`config.mk`:
```
export PLATFORM = sky130hd
export DESIGN_NAME = gpio_frame_packer
export DESIGN_NICKNAME = d
export VERILOG_FILES = /design/src/rtl/gpio_frame_packer.sv
export SDC_FILE = /design/constraint.sdc
export NUM_CORES = 1
export LEC_CHECK = 0
export ABC_AREA = 1
export BUFFER_PORTS_ARGS = -buffer_cell sky130_fd_sc_hd__buf_2
export CORE_UTILIZATION = 35
export DETAILED_ROUTE_END_ITERATION = 8
export PLACE_DENSITY = 0.56
export SLEW_MARGIN = 20
export SYNTH_ARGS = -nofsm -noshare
export SYNTH_HDL_FRONTEND = slang
export SYNTH_SLANG_ARGS = --single-unit
```
`constraint.sdc`:
```
create_clock -name clk -period 4.4 [get_ports clk]
set_input_delay 0 -clock clk [delete_from_list [all_inputs] [get_ports clk]]
set_output_delay 0 -clock clk [all_outputs]
set_load 0.05 [all_outputs]
```
`src/rtl/gpio_frame_packer.sv`:
```
// Packs the strobed 1-bit GPIO pixel stream MSB-first into words and writes them to a frame RAM.
// Latency: a word is presented on the write port 1 cycle after its final pixel strobe.
// Backpressure: the pending word holds until wr_ready; a newer word overwrites it and sets sticky overflow.
module gpio_frame_packer #(
    parameter int IMG_W  = 240,
    parameter int IMG_H  = 240,
    parameter int WORD_W = 8,
    parameter int ADDR_W = 13
) (
    input  logic              clk,
    input  logic              reset,
    input  logic              start,
    input  logic              GPIO,
    input  logic              GPIOBoolean,
    output logic              wr_en,
    input  logic              wr_ready,
    output logic [ADDR_W-1:0] wr_addr,
    output logic [WORD_W-1:0] wr_data,
    output logic [7:0]        col,
    output logic [7:0]        row,
    output logic              capturing,
    output logic              frame_done,
    output logic              overflow
);

    localparam int              BW       = (WORD_W > 1) ? $clog2(WORD_W) : 1;
    localparam logic [15:0]     TOTAL    = 16'(IMG_W * IMG_H);
    localparam logic [BW-1:0]   LAST_BIT = BW'(WORD_W - 1);
    localparam logic [7:0]      LAST_COL = 8'(IMG_W - 1);
    localparam logic [7:0]      LAST_ROW = 8'(IMG_H - 1);

    typedef enum logic [1:0] {
        S_IDLE    = 2'd0,
        S_CAPTURE = 2'd1,
        S_DONE    = 2'd2
    } state_t;

    state_t              state, state_nxt;
    logic [WORD_W-1:0]   shreg;
    logic [BW-1:0]       bit_cnt;
    logic [15:0]         pix_cnt;
    logic [ADDR_W-1:0]   word_cnt;

    logic                pix_acc;
    logic                word_done;
    logic                wr_acc;
    logic                arm;
    logic                frame_end;
    logic [WORD_W-1:0]   word_nxt;

    // Event decode: pixels are taken only while capturing and until the frame is full.
    always_comb begin
        pix_acc   = (state == S_CAPTURE) && GPIOBoolean && (pix_cnt != TOTAL);
        word_done = pix_acc && (bit_cnt == LAST_BIT);
        wr_acc    = wr_en && wr_ready;
        arm       = (state != S_CAPTURE) && start;
        frame_end = (state == S_CAPTURE) && (pix_cnt == TOTAL) && wr_acc;
        word_nxt  = {shreg[WORD_W-2:0], GPIO};
    end

    // State register.
    always_ff @(posedge clk or negedge reset) begin
        if (!reset) state <= S_IDLE;
        else        state <= state_nxt;
    end

    // Next-state logic: start arms capture from IDLE or DONE; last accepted word ends the frame.
    always_comb begin
        state_nxt = state;
        case (state)
            S_IDLE:    if (start)     state_nxt = S_CAPTURE;
            S_CAPTURE: if (frame_end) state_nxt = S_DONE;
            S_DONE:    if (start)     state_nxt = S_CAPTURE;
            default:                  state_nxt = S_IDLE;
        endcase
    end

    // State-decoded status outputs.
    always_comb begin
        capturing  = (state == S_CAPTURE);
        frame_done = (state == S_DONE);
    end

    // Pixel path, raster position and write port.
    always_ff @(posedge clk or negedge reset) begin
        if (!reset) begin
            shreg    <= '0;
            bit_cnt  <= '0;
            pix_cnt  <= '0;
            word_cnt <= '0;
            col      <= '0;
            row      <= '0;
            wr_en    <= 1'b0;
            wr_addr  <= '0;
            wr_data  <= '0;
            overflow <= 1'b0;
        end else begin
            if (arm) begin
                shreg    <= '0;
                bit_cnt  <= '0;
                pix_cnt  <= '0;
                word_cnt <= '0;
                col      <= '0;
                row      <= '0;
                wr_addr  <= '0;
                overflow <= 1'b0;
            end else if (pix_acc) begin
                shreg   <= word_nxt;
                bit_cnt <= word_done ? '0 : bit_cnt + 1'b1;
                pix_cnt <= pix_cnt + 16'd1;
                if (col == LAST_COL) begin
                    col <= '0;
                    row <= (row == LAST_ROW) ? 8'd0 : row + 8'd1;
                end else begin
                    col <= col + 8'd1;
                end
                if (word_done) word_cnt <= word_cnt + 1'b1;
            end

            // A completing word always wins the port; losing an unaccepted word is flagged.
            if (word_done) begin
                wr_en   <= 1'b1;
                wr_data <= word_nxt;
                wr_addr <= word_cnt;
                if (wr_en && !wr_ready) overflow <= 1'b1;
            end else if (wr_acc) begin
                wr_en <= 1'b0;
            end
        end
    end

endmodule
```
==> load_flow_metrics.sql, run 1 <==
INSERT INTO impl_metrics (metric_group, metric, value, unit) VALUES
('status', 'run_status', 'completed', ''),
('synth', 'number_of_nets_produced_by_synthesis', '600', ''),
('critical_path', 'timing_worst_setup_path_type', 'register to register', ''),
('routing', 'drcViolationCount', '0', ''),
('sta', 'max_freq', '411', 'MHz'),
('routing', 'wire_per_inst', '12.6', 'um'),
('routing', 'routed_wl', '10.1', 'mm'),
('placement', 'placement.io_buffers', '46', ''),
('sta', 'rsz0062_at_grt', 'no', ''),
('floorplan', 'std_cell_rows', '40', ''),
('layout', 'fillCellCount', '1265', ''),
('critical_path', 'crit_slowest_cell', 'sky130_fd_sc_hd__nand3_2', ''),
('run', 'drv.max_cap_violation_count', '0', ''),
('sta', 'worst_rel_slew_slack', '35.0', '%'),
('clock_tree', 'number_of_gates_resized_after_cts', '0', ''),
('clock_tree', 'cts_inserted_buffers', '9', ''),
('critical_path', 'worst_r2r_path_depth', '11', ''),
('placement', 'place.detailed.instances', '783', ''),
('synth', 'post_synth_num_cell_types', '27', ''),
('layout', 'filler_free_cell_count_of_the_finished_design', '803', ''),
('critical_path', 'critical_path_required', '4.67', 'ns'),
('placement', 'placement.cell_area', '4660', 'um^2'),
('layout', 'layout_commonest_cell', 'sky130_fd_sc_hd__nand2_1', ''),
('layout', 'drive_gt1_share', '12.0', '%'),
('power', 'vdd.ir_drop.worst', '0.194', 'mV'),
('floorplan', 'floorplan.die.width', '114', 'um'),
('critical_path', 'critical_path_peak_fanout', '54', ''),
('global_route', 'groute.usage.overall', '16.5', '%'),
('sta', 'report.final.hold_viol_count', '0', ''),
('layout', 'final_net_count', '643', ''),
('synth', 'syn-mean-instance-area', '7.43', 'um^2'),
('routing', 'dr_total_vias', '3884', ''),
('synth', 'synth.largest_area_cell', 'sky130_fd_sc_hd__dfrtp_1', ''),
('critical_path', 'worstPathArrival', '2.70', 'ns'),
('power', 'report.power.total', '0.00237', 'W'),
('critical_path', 'setup.worst_path.end_class', 'register', ''),
('critical_path', 'r2r-end', 'word_cnt[11]', ''),
('placement', 'routability_cong', '0.824', ''),
('sta', 'finalHoldWorstSlack', '0.288', 'ns'),
('synth', 'yosys_warnings', '0', ''),
('clock_tree', 'tritoncts', 'yes', ''),
('clock_tree', 'cts_sinks', '80', ''),
('routing', 'route.antenna.remaining_nets', '0', ''),
('critical_path', 'r2r_setup_slack', '1.97', 'ns'),
('placement', 'dp.final_hpwl', '6.73', 'mm'),
('synth', 'syn_area', '4360', 'um^2'),
('clock_tree', 'hold_buffers', '4', ''),
('synth', 'yosysTopAreaCellShare', '45.9', '%'),
('sta', 'fin_setup_tns', '0', 'ns'),
('floorplan', 'die_y', '114', 'um'),
('floorplan', 'floorplan.initialDensity', '36.1', '%'),
('clock_tree', 'worst_setup_hold_path_clk_slew', '0.06', 'ns'),
('power', 'power.static_leakage', '2.63', 'nW'),
('critical_path', 'critical_path.startpoint_type', 'register', ''),
('sta', 'setup-violations-final', '0', ''),
('synth', 'netlist_instances', '587', ''),
('critical_path', 'beginning_of_the_worst_register_to_register_path', 'pix_cnt[0]', ''),
('critical_path', 'critical_path.top_delay_family', 'simple AND/OR/NAND/NOR gates', ''),
('global_route', 'grt_start_max_net_pins', '81', ''),
('global_route', 'grt_pass1_wl', '17.3', 'mm'),
('routing', 'initialDrtViolationCount', '354', ''),
('synth', 'seq_area_frac_synth', '45.9', '%'),
('layout', 'final_cell_mix', '194 x sky130_fd_sc_hd__nand2_1, 80 x sky130_fd_sc_hd__dfrtp_1, 69 x sky130_fd_sc_hd__nand3_1', ''),
('critical_path', 'path_cells', 'inv_1 > ha_1 > inv_1 > nor2_1 > nand2_1 > nor2_1 > nand2_2 > nand3_2 > nand2_2 > nand2_1 > nand2_1', ''),
('routing', 'via_density_per_instance', '4.84', ''),
('layout', 'insertedDiodeCount', '0', ''),
('global_route', 'first_global_vias', '3686', ''),
('min_path', 'min_path_type', 'primary input to async pin', ''),
('routing', 'drtPass1Iterations', '5', ''),
('sta', 'worst_slew_pin_slew', '0.974', 'ns'),
('layout', 'post-route-cell-area', '5010', 'um^2');
[metal layers]
layer | global-route usage [%] | share of wire (%)
met1 | 22.6 | 50
met2 | 26.7 | 45
met3 | 3.19 | 4.3
met4 | 4.82 | 1.1
met5 | 0 | 0
[worst max-delay path by stage]
| stage | startpoint | endpoint | cells past startpoint |
|---|---|---|---|
| 5_1_grt | pix_cnt[0] | word_cnt[9] | 11 |
| 2_1_floorplan | col[0] | col[7] | 11 |
| 3_3_place_gp | pix_cnt[0] | word_cnt[4] | 11 |
| 4_1_cts | pix_cnt[0] | word_cnt[11] | 11 |
| 6_report | pix_cnt[0] | word_cnt[11] | 11 |
| 3_5_place_dp | pix_cnt[0] | word_cnt[11] | 11 |
[per-stage QoR]
step	worst slack (ns)	util, %
after global routing	1.61	41.6
after CTS	1.93	41.5
after detailed placement	1.97	38.6
final	1.97	41.6
after floorplan	2.52	-
after global placement	2.03	38.6
[cell type report]
| type | instances | area (um^2) | share of cell area, % |
|---|---|---|---|
| Clock inverter | 6 | 66.3 | 1.32 |
| Sequential cell | 80 | 2000 | 39.9 |
| Multi-Input combinational cell | 429 | 1990 | 39.7 |
| Inverter | 59 | 221 | 4.42 |
| Timing Repair Buffer | 51 | 284 | 5.67 |
| Tap cell | 168 | 210 | 4.19 |
| Clock buffer | 10 | 239 | 4.77 |
[where the power goes]
part,switching (W),internal [W]
sequential,0.000115,0.000852
clock,0.000310,0.000457
combinational,0.000465,0.000166
total,0.000891,0.00147
[cells by family after synthesis]
family	after synthesis	synth area share, %
compound gates	42	4.94
xor+xnor	14	2.81
fa+ha+maj	7	2.01
buf+inv	78	8.61
flops	80	45.9
simple gates	366	35.7
[Yosys cell counts]
library cell,instances
sky130_fd_sc_hd__nand2_2,4
sky130_fd_sc_hd__buf_6,9
sky130_fd_sc_hd__nand3_2,1
sky130_fd_sc_hd__buf_2,5
sky130_fd_sc_hd__nor3b_1,1
sky130_fd_sc_hd__nand2_4,1
sky130_fd_sc_hd__buf_1,1
sky130_fd_sc_hd__nor3_1,4
sky130_fd_sc_hd__a21oi_1,4
sky130_fd_sc_hd__nor2_2,2
sky130_fd_sc_hd__o21bai_1,2
sky130_fd_sc_hd__nand3_1,69
sky130_fd_sc_hd__inv_1,56
sky130_fd_sc_hd__clkbuf_2,1
sky130_fd_sc_hd__nor2_1,66
sky130_fd_sc_hd__or2_2,1
sky130_fd_sc_hd__xor2_1,14
sky130_fd_sc_hd__inv_2,3
sky130_fd_sc_hd__nand3b_1,1
sky130_fd_sc_hd__clkbuf_1,1
sky130_fd_sc_hd__buf_4,2
sky130_fd_sc_hd__nand4_1,21
sky130_fd_sc_hd__o21ai_1,1
sky130_fd_sc_hd__nand2_1,195
sky130_fd_sc_hd__ha_1,7
sky130_fd_sc_hd__dfrtp_1,80
sky130_fd_sc_hd__o21ai_0,35
[sequential cells by signal (all words and copies together) (netlist names)]
name / flops
bit_cnt: 3
col: 8
overflow: 1
pix_cnt: 16
row: 8
shreg: 7
state: 2
word_cnt: 13
wr_addr: 13
wr_data: 8
wr_en: 1
Note: power is estimated with default switching activity, not from simulation.
==> inputs of run 2 (changes only) <==
- PLACE_DENSITY: 0.56 -> 0.58
- clock period: 4.4 -> 2 ns (I/O delays scaled with it)
==> run 2 against run 1 <==
Utilization grew 0.75 points; maximum frequency grew 37%; critical path depth grew 1; critical path type unchanged; largest power group unchanged; clock skew grew 0.0015 ns; highest routed layer unchanged.
==> load_flow_metrics.sql, run 2 (synthesis gave the netlist of run 1 again) <==
INSERT INTO impl_metrics (metric_group, metric, value, unit) VALUES
('status', 'run_status', 'completed', ''),
('sta', 'clock-skew-final', '0.00933', 'ns'),
('sta', 'report.final.hold_viol_count', '0', ''),
('power', 'vdd.ir_drop.worst', '0.420', 'mV'),
('routing', 'drcViolationCount', '0', ''),
('sta', 'final.min_clock_period', '1.78', 'ns'),
('critical_path', 'critical_path_peak_fanout', '54', ''),
('sta', 'setup-violations-final', '0', ''),
('placement', 'placement.io_buffers', '46', ''),
('routing', 'routed_wl', '10.1', 'mm'),
('layout', 'final_net_count', '651', ''),
('clock_tree', 'worst_setup_hold_path_clk_slew', '0.07', 'ns'),
('power', 'combPwrFrac', '27.6', '%'),
('routing', 'initialDrtViolationCount', '189', ''),
('clock_tree', 'cts_sinks', '80', ''),
('sta', 'worst_slew_pin_slew', '0.515', 'ns'),
('layout', 'insertedDiodeCount', '0', ''),
('layout', 'top_regs', 'pix_cnt (16), word_cnt (13), wr_addr (13)', ''),
('power', 'power.share.clock', '31.3', '%'),
('layout', 'flow.area_growth_from_synthesis', '17.0', '%'),
('critical_path', 'worst_r2r_path_depth', '12', ''),
('critical_path', 'worstPathArrival', '2.02', 'ns'),
('global_route', 'grt_antenna_before_repair', '0', ''),
('clock_tree', 'tritoncts', 'yes', ''),
('global_route', 'grt_start_max_net_pins', '55', ''),
('global_route', 'grt_pass1_wl', '17.6', 'mm'),
('sta', 'rsz0062_at_grt', 'no', ''),
('floorplan', 'die_area', '12900', 'um^2'),
('power', 'power.static_leakage', '2.67', 'nW'),
('layout', 'finalCoreUtilization', '42.3', '%'),
('floorplan', 'floorplan.initialDensity', '36.1', '%'),
('clock_tree', 'clk_latency', '0.35', 'ns'),
('placement', 'dp.final_hpwl', '7.12', 'mm'),
('layout', 'registers.top_by_ff_count', 'pix_cnt', ''),
('layout', 'sequential_cell_area', '2000', 'um^2'),
('power', 'cell_internal_power', '0.00316', 'W'),
('layout', 'flip_flop_count_of_the_largest_register_all_copies_and_words_added', '16', ''),
('sta', 'min_period_over_period', '88.9', '%'),
('routing', 'route.antenna.remaining_nets', '0', ''),
('routing', 'dr_total_vias', '3866', ''),
('routing', 'wire_per_inst', '12.5', 'um'),
('clock_tree', 'max-clock-path-buffers', '2', ''),
('min_path', 'min_path_type', 'primary input to async pin', ''),
('clock_tree', 'root_buffer', 'sky130_fd_sc_hd__clkbuf_16', ''),
('power', 'power_frac_seq', '41.2', '%'),
('layout', 'layout_commonest_cell', 'sky130_fd_sc_hd__nand2_1', ''),
('run', 'drv.max_cap_violation_count', '0', ''),
('critical_path', 'setup.worst_path.end_class', 'register', ''),
('global_route', 'globalRouteOverflowTotal', '0', ''),
('floorplan', 'die_y', '114', 'um'),
('critical_path', 'critical_path_required', '2.24', 'ns'),
('sta', 'finalHoldWorstSlack', '0.170', 'ns'),
('global_route', 'groute.usage.overall', '17.2', '%'),
('clock_tree', 'cts_inserted_buffers', '9', ''),
('power', 'switching_portion_of_total_power', '38.8', '%'),
('floorplan', 'core_area', '12100', 'um^2'),
('clock_tree', 'cts_setup_buffers', '0', ''),
('sta', 'worst_rel_slew_slack', '65.7', '%'),
('routing', 'drtPass1Iterations', '4', ''),
('power', 'power-per-cell-area', '1010', 'nW/um^2'),
('sta', 'max_freq', '563', 'MHz'),
('sta', 'finalMaxSlewViolations', '0', ''),
('layout', 'fillCellCount', '1235', ''),
('layout', 'multiInputGateArea', '1990', 'um^2'),
('floorplan', 'io-pin-count', '47', ''),
('power', 'report.power.total', '0.00516', 'W'),
('layout', 'drive_gt1_share', '13.2', '%'),
('sta', 'fin_setup_tns', '0', 'ns'),
('floorplan', 'std_cell_rows', '40', ''),
('layout', 'final_cell_mix', '193 x sky130_fd_sc_hd__nand2_1, 80 x sky130_fd_sc_hd__dfrtp_1, 69 x sky130_fd_sc_hd__nand3_1', ''),
('critical_path', 'timing_worst_setup_path_type', 'register to register', ''),
('placement', 'routability_cong', '0.871', ''),
('power', 'p_sw', '0.00200', 'W'),
('global_route', 'first_global_vias', '3769', ''),
('floorplan', 'floorplan.die.width', '114', 'um'),
('routing', 'via_density_per_instance', '4.77', ''),
('clock_tree', 'htree_levels', '3', ''),
('critical_path', 'critical_path.startpoint_type', 'register', '');
[run 2: cell types whose count changed in the layout (fill, tap and decap cells not counted), sizes merged]
cell,change
clkinvlp,+2
bufinv,-1
clkinv,-3
buf,+8
inv,+2
[run 2: worst max-delay path: stages (launching register included)]
cell	delay, ns
sky130_fd_sc_hd__dfrtp_1	0.42
sky130_fd_sc_hd__inv_1	0.09
sky130_fd_sc_hd__ha_1	0.17
sky130_fd_sc_hd__inv_1	0.04
sky130_fd_sc_hd__nor2_1	0.07
sky130_fd_sc_hd__nand2_1	0.05
sky130_fd_sc_hd__nor2_1	0.10
sky130_fd_sc_hd__nand2_2	0.08
sky130_fd_sc_hd__nand3_2	0.09
sky130_fd_sc_hd__buf_12	0.23
sky130_fd_sc_hd__nand2_2	0.16
sky130_fd_sc_hd__nand2_1	0.11
sky130_fd_sc_hd__nand2_1	0.05
[run 2: layout make-up]
cell class	instances	area share [%]
Clock inverter	6	0.981
Inverter	59	4.39
Timing Repair Buffer	59	7.65
Multi-Input combinational cell	429	38.9
Sequential cell	80	39.2
Tap cell	168	4.12
Clock buffer	10	4.68
[run 2: path summary, 6_finish.rpt]
path | startpoint | to | slack, ns
max reg2reg | pix_cnt[0] | word_cnt[7] | 0.22
max | pix_cnt[0] | word_cnt[7] | 0.22
min in group clk | GPIOBoolean | col[0] | 0.29
min | reset | col[1] | 0.17
min reg2reg | wr_data[3] | wr_data[3] | 0.48
max in group asynchronous | reset | wr_addr[6] | 1.23
[run 2: routing by layer]
metal	vias up	share of wire, %	track usage (%)
li1	1973	-	-
met1	1831	47	21.9
met2	56	48	28.5
met3	6	3.9	5.15
met4	0	0.98	4.12
met5	-	0	0
[run 2: power groups by stage]
stage / Clock [W] / Sequential (W) / Combinational (W)
6_report: 0.00161 / 0.00212 / 0.00142
2_1_floorplan: 0 / 0.00258 / 0.000616
3_3_place_gp: 0 / 0.00214 / 0.00140
5_1_grt: 0.00174 / 0.00216 / 0.00158
3_5_place_dp: 0 / 0.00215 / 0.00143
4_1_cts: 0.00166 / 0.00213 / 0.00144
[run 2: what timing repair did]
action                     in CTS  in global routing
resized for setup               0                  3
hold buffers                    4                  0
setup endpoints to repair       0                 12
hold endpoints to repair       42                  0
[run 2: per-stage QoR]
| stage | instances | instance area, um^2 | setup WS [ns] |
|---|---|---|---|
| floorplan | 587 | 4360 | 0.125 |
| global placement | 791 | 4770 | 0.228 |
| detailed placement | 791 | 4770 | 0.203 |
| CTS | 811 | 5100 | 0.185 |
| global route | 811 | 5100 | 0.0123 |
| finish | 811 | 5100 | 0.223 |
